<file path="config.mk">
export PLATFORM = sky130hd
export DESIGN_NAME = vend_ctrl
export DESIGN_NICKNAME = d
export VERILOG_FILES = /design/src/rtl/vend_pkg.sv /design/src/rtl/vend_credit.sv /design/src/rtl/vend_ctrl.sv
export SDC_FILE = /design/constraint.sdc
export NUM_CORES = 1
export LEC_CHECK = 0
export ABC_AREA = 1
export CAP_MARGIN = 15
export CORE_UTILIZATION = 58
export DETAILED_ROUTE_END_ITERATION = 12
export PLACE_DENSITY_LB_ADDON = 0.2
export SETUP_SLACK_MARGIN = 0.5
export SLEW_MARGIN = 20
export SYNTH_ARGS = -nofsm -noshare
export SYNTH_HDL_FRONTEND = slang
export SYNTH_SLANG_ARGS = --single-unit
export TNS_END_PERCENT = 30
</file>
<file path="constraint.sdc">
create_clock -name clk -period 5 [get_ports clk]
set_clock_uncertainty 0.2 [all_clocks]
set_input_delay 1 -clock clk [delete_from_list [all_inputs] [get_ports clk]]
set_output_delay 1 -clock clk [all_outputs]
set_load 0.02 [all_outputs]
</file>
<file path="src/rtl/vend_pkg.sv">
// Shared state type, default sizes and saturating-add helper for the vending controller.
// Latency: none; the package holds only types, constants and a combinational function.
// Backpressure: not applicable.
package vend_pkg;

  // Controller phases: waiting for money, holding credit, dispensing, returning money.
  typedef enum logic [1:0] {
    IDLE     = 2'd0,
    CREDIT   = 2'd1,
    DISPENSE = 2'd2,
    CHANGE   = 2'd3
  } state_t;

  localparam int DEF_CREDIT_W = 8;
  localparam int DEF_NUM_SEL  = 4;

  // Widest credit the helper below can handle.
  localparam int SAT_MAX_W = 32;

  // Saturating add at width w (w <= SAT_MAX_W). The low SAT_MAX_W bits hold
  // min(a+b, 2^w-1); the top bit is set when the true sum did not fit in w bits.
  function automatic logic [SAT_MAX_W:0] sat_add(
    input logic [SAT_MAX_W-1:0] a,
    input logic [SAT_MAX_W-1:0] b,
    input int                   w
  );
    logic [SAT_MAX_W:0] one;
    logic [SAT_MAX_W:0] sum;
    logic [SAT_MAX_W:0] lim;
    one = {{SAT_MAX_W{1'b0}}, 1'b1};
    sum = {1'b0, a} + {1'b0, b};
    lim = (one << w) - one;
    if (sum > lim) begin
      return {1'b1, lim[SAT_MAX_W-1:0]};
    end
    return {1'b0, sum[SAT_MAX_W-1:0]};
  endfunction

endpackage

</file>
<file path="src/rtl/vend_credit.sv">
// Credit register with load, saturating add, subtract and clear, plus the add-overflow flag.
// Latency: credit updates on the clk edge after the command; add_ovf is combinational.
// Backpressure: none; an add that would overflow is simply not applied.
module vend_credit import vend_pkg::*; #(
  parameter int CREDIT_W = DEF_CREDIT_W
) (
  input  logic                clk,
  input  logic                resetn,
  input  logic                clr,
  input  logic                load,
  input  logic [CREDIT_W-1:0] load_value,
  input  logic                sub,
  input  logic [CREDIT_W-1:0] sub_value,
  input  logic                add,
  input  logic [CREDIT_W-1:0] add_value,
  output logic [CREDIT_W-1:0] credit,
  output logic                add_ovf
);

  logic [SAT_MAX_W:0]  sat_res;
  logic [CREDIT_W-1:0] sum_val;
  logic [CREDIT_W:0]   diff;
  logic                unused_bits;

  // Next-value arithmetic, one bit wider than the credit so carry and borrow are visible.
  always_comb begin
    sat_res = sat_add(SAT_MAX_W'(credit), SAT_MAX_W'(add_value), CREDIT_W);
    add_ovf = sat_res[SAT_MAX_W];
    sum_val = sat_res[CREDIT_W-1:0];
    diff    = {1'b0, credit} - {1'b0, sub_value};
  end

  // The borrow never fires (price is checked before a purchase) and the
  // upper saturated bits are always zero at this width.
  assign unused_bits = ^{sat_res[SAT_MAX_W-1:0] >> CREDIT_W, diff[CREDIT_W]};

  // Credit register: clear beats load beats subtract beats add; an overflowing
  // add leaves the credit untouched so the coin can be handed back.
  always_ff @(posedge clk) begin
    if (!resetn) begin
      credit <= '0;
    end else if (clr) begin
      credit <= '0;
    end else if (load) begin
      credit <= load_value;
    end else if (sub) begin
      credit <= diff[CREDIT_W-1:0];
    end else if (add && !add_ovf) begin
      credit <= sum_val;
    end
  end

endmodule

</file>
<file path="src/rtl/vend_ctrl.sv">
// Vending controller: coin credit, priced selections, change/refund handshake, idle timeout.
// Latency: every output is registered and reacts on the clk edge after its trigger.
// Backpressure: change is held on change_valid until change_ack; coins arriving when they cannot be absorbed get coin_reject.
module vend_ctrl import vend_pkg::*; #(
  parameter int                          CREDIT_W    = DEF_CREDIT_W,
  parameter int                          NUM_SEL     = DEF_NUM_SEL,
  parameter logic [NUM_SEL*CREDIT_W-1:0] PRICES      = {NUM_SEL{8'd100}},
  parameter int                          TIMEOUT_CYC = 1000
) (
  input  logic                       clk,
  input  logic                       resetn,
  input  logic                       coin_valid,
  input  logic [CREDIT_W-1:0]        coin_value,
  input  logic                       cancel,
  input  logic                       sel_valid,
  input  logic [$clog2(NUM_SEL)-1:0] sel_idx,
  input  logic                       received,
  input  logic                       change_ack,
  output logic                       flash,
  output logic [NUM_SEL-1:0]         drink,
  output logic                       deny,
  output logic                       coin_reject,
  output logic                       change_valid,
  output logic [CREDIT_W-1:0]        change_amount,
  output logic [CREDIT_W-1:0]        credit
);

  localparam int SEL_W   = $clog2(NUM_SEL);
  // The timer only needs to count up to TIMEOUT_CYC-1: the edge that would
  // take it to TIMEOUT_CYC is the timeout itself.
  localparam int TIMER_W = $clog2(TIMEOUT_CYC);
  localparam logic [TIMER_W-1:0] TIMER_LAST = TIMER_W'(TIMEOUT_CYC - 1);
  localparam logic [TIMER_W-1:0] TIMER_ONE  = TIMER_W'(1);

  state_t              state;
  logic [TIMER_W-1:0]  timer;

  logic [CREDIT_W-1:0] price;
  logic [NUM_SEL-1:0]  sel_onehot;
  logic                sel_hit;

  logic                in_credit;
  logic                timeout_hit;
  logic                refund_now;
  logic                buy_now;
  logic                deny_now;
  logic                coin_try;
  logic                coin_take;
  logic                cr_load;
  logic                cr_clr;
  logic                add_ovf;

  // Decode the requested selection into its price and one-hot dispense vector;
  // sel_hit stays low for an index with no selection behind it.
  always_comb begin
    price      = '0;
    sel_onehot = '0;
    sel_hit    = 1'b0;
    for (int i = 0; i < NUM_SEL; i++) begin
      if (sel_idx == SEL_W'(i)) begin
        price         = PRICES[i*CREDIT_W +: CREDIT_W];
        sel_onehot[i] = 1'b1;
        sel_hit       = 1'b1;
      end
    end
  end

  // Resolve what happens this cycle: in CREDIT, cancel/timeout wins over a
  // purchase, which wins over a coin. A zero-value coin in CREDIT adds nothing
  // but still counts as accepted activity.
  always_comb begin
    in_credit   = (state == CREDIT);
    timeout_hit = in_credit && (timer == TIMER_LAST);
    refund_now  = in_credit && (cancel || timeout_hit);
    buy_now     = in_credit && !refund_now && sel_valid && sel_hit && (credit >= price);
    deny_now    = in_credit && !refund_now && sel_valid && !buy_now;
    coin_try    = in_credit && !refund_now && !buy_now && coin_valid;
    coin_take   = coin_try && !add_ovf;
    cr_load     = (state == IDLE) && coin_valid && (coin_value != '0);
    cr_clr      = refund_now || ((state == DISPENSE) && received);
  end

  vend_credit #(
    .CREDIT_W (CREDIT_W)
  ) u_credit (
    .clk        (clk),
    .resetn     (resetn),
    .clr        (cr_clr),
    .load       (cr_load),
    .load_value (coin_value),
    .sub        (buy_now),
    .sub_value  (price),
    .add        (coin_try),
    .add_value  (coin_value),
    .credit     (credit),
    .add_ovf    (add_ovf)
  );

  // Controller FSM with the idle timer and every registered output.
  // deny and coin_reject default low each cycle so they only ever pulse.
  always_ff @(posedge clk) begin
    if (!resetn) begin
      state         <= IDLE;
      timer         <= '0;
      flash         <= 1'b1;
      drink         <= '0;
      deny          <= 1'b0;
      coin_reject   <= 1'b0;
      change_valid  <= 1'b0;
      change_amount <= '0;
    end else begin
      deny        <= 1'b0;
      coin_reject <= 1'b0;
      timer       <= '0;
      case (state)
        IDLE: begin
          // Zero-value coins, selections and cancels are ignored here.
          if (cr_load) begin
            state <= CREDIT;
            flash <= 1'b0;
          end
        end
        CREDIT: begin
          deny <= deny_now;
          if (refund_now) begin
            // Full refund; a coin landing in the same cycle is handed back.
            change_amount <= credit;
            change_valid  <= 1'b1;
            coin_reject   <= coin_valid;
            state         <= CHANGE;
          end else if (buy_now) begin
            drink       <= sel_onehot;
            coin_reject <= coin_valid;
            state       <= DISPENSE;
          end else begin
            // Overflowing coins are returned; only an accepted coin restarts
            // the timer (a denied selection does not).
            coin_reject <= coin_try && add_ovf;
            if (!coin_take) begin
              timer <= timer + TIMER_ONE;
            end
          end
        end
        DISPENSE: begin
          coin_reject <= coin_valid;
          if (received) begin
            drink <= '0;
            if (credit != '0) begin
              change_amount <= credit;
              change_valid  <= 1'b1;
              state         <= CHANGE;
            end else begin
              state <= IDLE;
              flash <= 1'b1;
            end
          end
        end
        CHANGE: begin
          // change_amount stays put until the hopper takes it.
          coin_reject <= coin_valid;
          if (change_ack) begin
            change_valid <= 1'b0;
            state        <= IDLE;
            flash        <= 1'b1;
          end
        end
        default: begin
          state <= IDLE;
        end
      endcase
    end
  end

endmodule
</file>
==> impl_metrics.env <==
export IMPL_power_uw=1680
export IMPL_clkTransAtPathRegs_ps=70
export IMPL_place_congestion=0.891
export IMPL_syn_avg_cell_area_um2=6.53
export IMPL_tightest_slew_ps=523
export IMPL_rows=23
export IMPL_rr_startpoint="u_credit.credit[0]"
export IMPL_setup_viol=0
export IMPL_yosysWarningCount=0
export IMPL_preCtsSetupSlack_ps=1450
export IMPL_final_common_cell="nand2_1"
export IMPL_leakagePower_uw=0.00138
export IMPL_synth_area_um2=2450
export IMPL_worst_slack_ps=1740
export IMPL_grt_pass1_wl_mm=9.37
export IMPL_reg2reg_slack_ps=2520
export IMPL_antenna_found_initial=0
export IMPL_report_final_slew_viol_count=0
export IMPL_place_port_buffers=40
export IMPL_period_share_pct=65.2
export IMPL_cp_end_kind="flip-flop"
export IMPL_start_kind="input port"
export IMPL_drcViolationCount=0
export IMPL_coreArea_um2=4030
export IMPL_cts_setup_buffers=0
export IMPL_max_freq_mhz=307
export IMPL_wirelength_mm=5.63
export IMPL_crit_arrival_ps=3250
export IMPL_slew_headroom_pct=65.0
export IMPL_synthCells=375
export IMPL_clkSinkCount=36
export IMPL_swShare_pct=46.7
export IMPL_seq_area_frac_synth_pct=29.4
export IMPL_vias=2452
export IMPL_hold_start="change_amount[1]"
export IMPL_drive_gt1_share_pct=9.29
export IMPL_period_needed_ps=3260
export IMPL_hold_viol=0
export IMPL_pwr_share_clk_pct=15.6
export IMPL_p_per_area_nw_per_um2=559
export IMPL_dp_hpwl_mm=4.40
export IMPL_peakVddDrop_mv=0.387
export IMPL_vias_per_cell=5.22
export IMPL_clockBufferDepth=2
export IMPL_reg2reg_to="u_credit.credit[3]"
export IMPL_synth_seq_cells=36
export IMPL_netlist_top_cell_by_area="dfxtp_1"
export IMPL_grt_ovfl_total=0
export IMPL_fin_tns_setup_ps=0
export IMPL_run_status="completed"
export IMPL_h_tree_depth=2
export IMPL_clk_latency_ps=290
export IMPL_synth_area_leaders="dfxtp_1 (29%), nand2_1 (15%), nor2_1 (11%)"
export IMPL_drt_initial_drc_count=130
export IMPL_path_class="in2reg"
export IMPL_drtPass1Iterations=4
export IMPL_grt_use_total_pct=27.9
export IMPL_rsz0062_at_grt="false"
export IMPL_wl_per_cell_um=12.0
export IMPL_nets=452
export IMPL_numCtsBuffers=5
export IMPL_io_pin_count=41
export IMPL_antenna_left=0
export IMPL_start_util_pct=60.7
export IMPL_cts_tree="done"
export IMPL_synth_top_area_share_pct=29.4
export IMPL_holdPathStages=2
export IMPL_p_comb_share_pct=58.4
export IMPL_required_ps=4990
export IMPL_grt_pass1_vias=2261
export IMPL_post_route_util_pct=74.5
export IMPL_die_w_um=67.0
export IMPL_hold_end="change_amount[1]"
export IMPL_holdCritPathClass="reg2reg"
export IMPL_cp_max_fo=11
export IMPL_hold_buffers=0
export IMPL_die_area_um2=4480
export IMPL_switchingPower_uw=784
export IMPL_final_cell_mix="nand2_1 (97), nor2_1 (73), clkdlybuf4s50_1 (40)"
export IMPL_cellInternalPower_uw=894
export IMPL_diodes=0
export IMPL_cts_root_buf="clkbuf_8"
export IMPL_yosysUniqueCellTypes=34
export IMPL_seqPwrFrac_pct=26.0
export IMPL_r2r_cells=10
export IMPL_die_h_um=67.0
export IMPL_area_delta_synth_final_pct=22.7
export IMPL_maxCapViolCount=0
export IMPL_cts_resized_gates=0
export IMPL_grt_max_degree=14
cell usage after synthesis (all sizes together):
master / n
a21o: 1
a21oi: 18
buf: 2
clkbuf: 2
clkinv: 1
conb: 2
dfxtp: 36
fa: 1
ha: 15
inv: 43
nand2: 103
nand3: 33
nand3b: 2
nand4: 5
nor2: 79
nor3: 9
nor3b: 1
o21ai: 8
o31ai: 1
or2: 3
xnor2: 5
xor2: 5
layout make-up:
| class | count | area, um^2 |
|---|---|---|
| multi-input combinational | 292 | 1540 |
| tap | 50 | 62.6 |
| clock inverter | 3 | 46.3 |
| fill | 331 | 1030 |
| timing repair buffer | 40 | 400 |
| inverter | 44 | 165 |
| sequential | 36 | 721 |
| clock buffer | 5 | 68.8 |
critical path, cell delays in order:
cell and delay [ps]:
clkdlybuf4s50_1 440, ha_1 240, fa_1 400, nand3_1 90
nand2_1 120, a21oi_4 270, nand3_2 280, nand2_2 210
nand2_1 60, nor2_1 90, nor2_1 40
registers in the layout, summed over array words and instances (netlist names):
name             count
timer               10
change_amount        8
u_credit.credit      8
drink                4
state                2
change_valid         1
coin_reject          1
deny                 1
flash                1
cells by family after synthesis:
logic type | Yosys count | share of synthesized area (%)
other | 2 | 0.307
DFF | 36 | 29.4
and+or+nand+nor | 235 | 43.5
buffers and inverters | 48 | 7.82
AOI/OAI and AO/OA | 28 | 6.85
xor gates and xnor gates | 10 | 3.58
adders and majority gates | 16 | 8.49
power groups by stage:
stage	Sequential, uW	Combinational, uW	Clock [uW]
global route	447	1100	274
detailed placement	442	966	0
CTS	436	975	267
global placement	441	944	0
finish	436	979	263
floorplan	496	632	0
metal layers:
layer	share of wire [%]	vias to the layer above	GRT usage (%)
met4	2.1	0	13.0
met2	50	62	48.2
met1	44	1106	32.5
li1	-	1272	-
met3	4.2	12	5.48
met5	0	-	0
through the flow:
step / cell area [um^2] / instances / hold slack, ps
after CTS: 3000 / 470 / 264
after detailed placement: 2890 / 462 / 253
final: 3000 / 470 / 262
after floorplan: 2450 / 376 / 230
after global routing: 3000 / 470 / 280
after global placement: 2890 / 462 / 243
worst max path at each step:
stage,depth (start not counted),end,start
2_1_floorplan,11,u_credit.credit[0],coin_value[0]
3_3_place_gp,11,u_credit.credit[5],coin_value[0]
3_5_place_dp,11,u_credit.credit[5],coin_value[0]
4_1_cts,11,u_credit.credit[5],coin_value[0]
5_1_grt,11,u_credit.credit[3],coin_value[0]
6_report,11,u_credit.credit[3],coin_value[0]
Note: power is estimated with default switching activity, not from simulation.
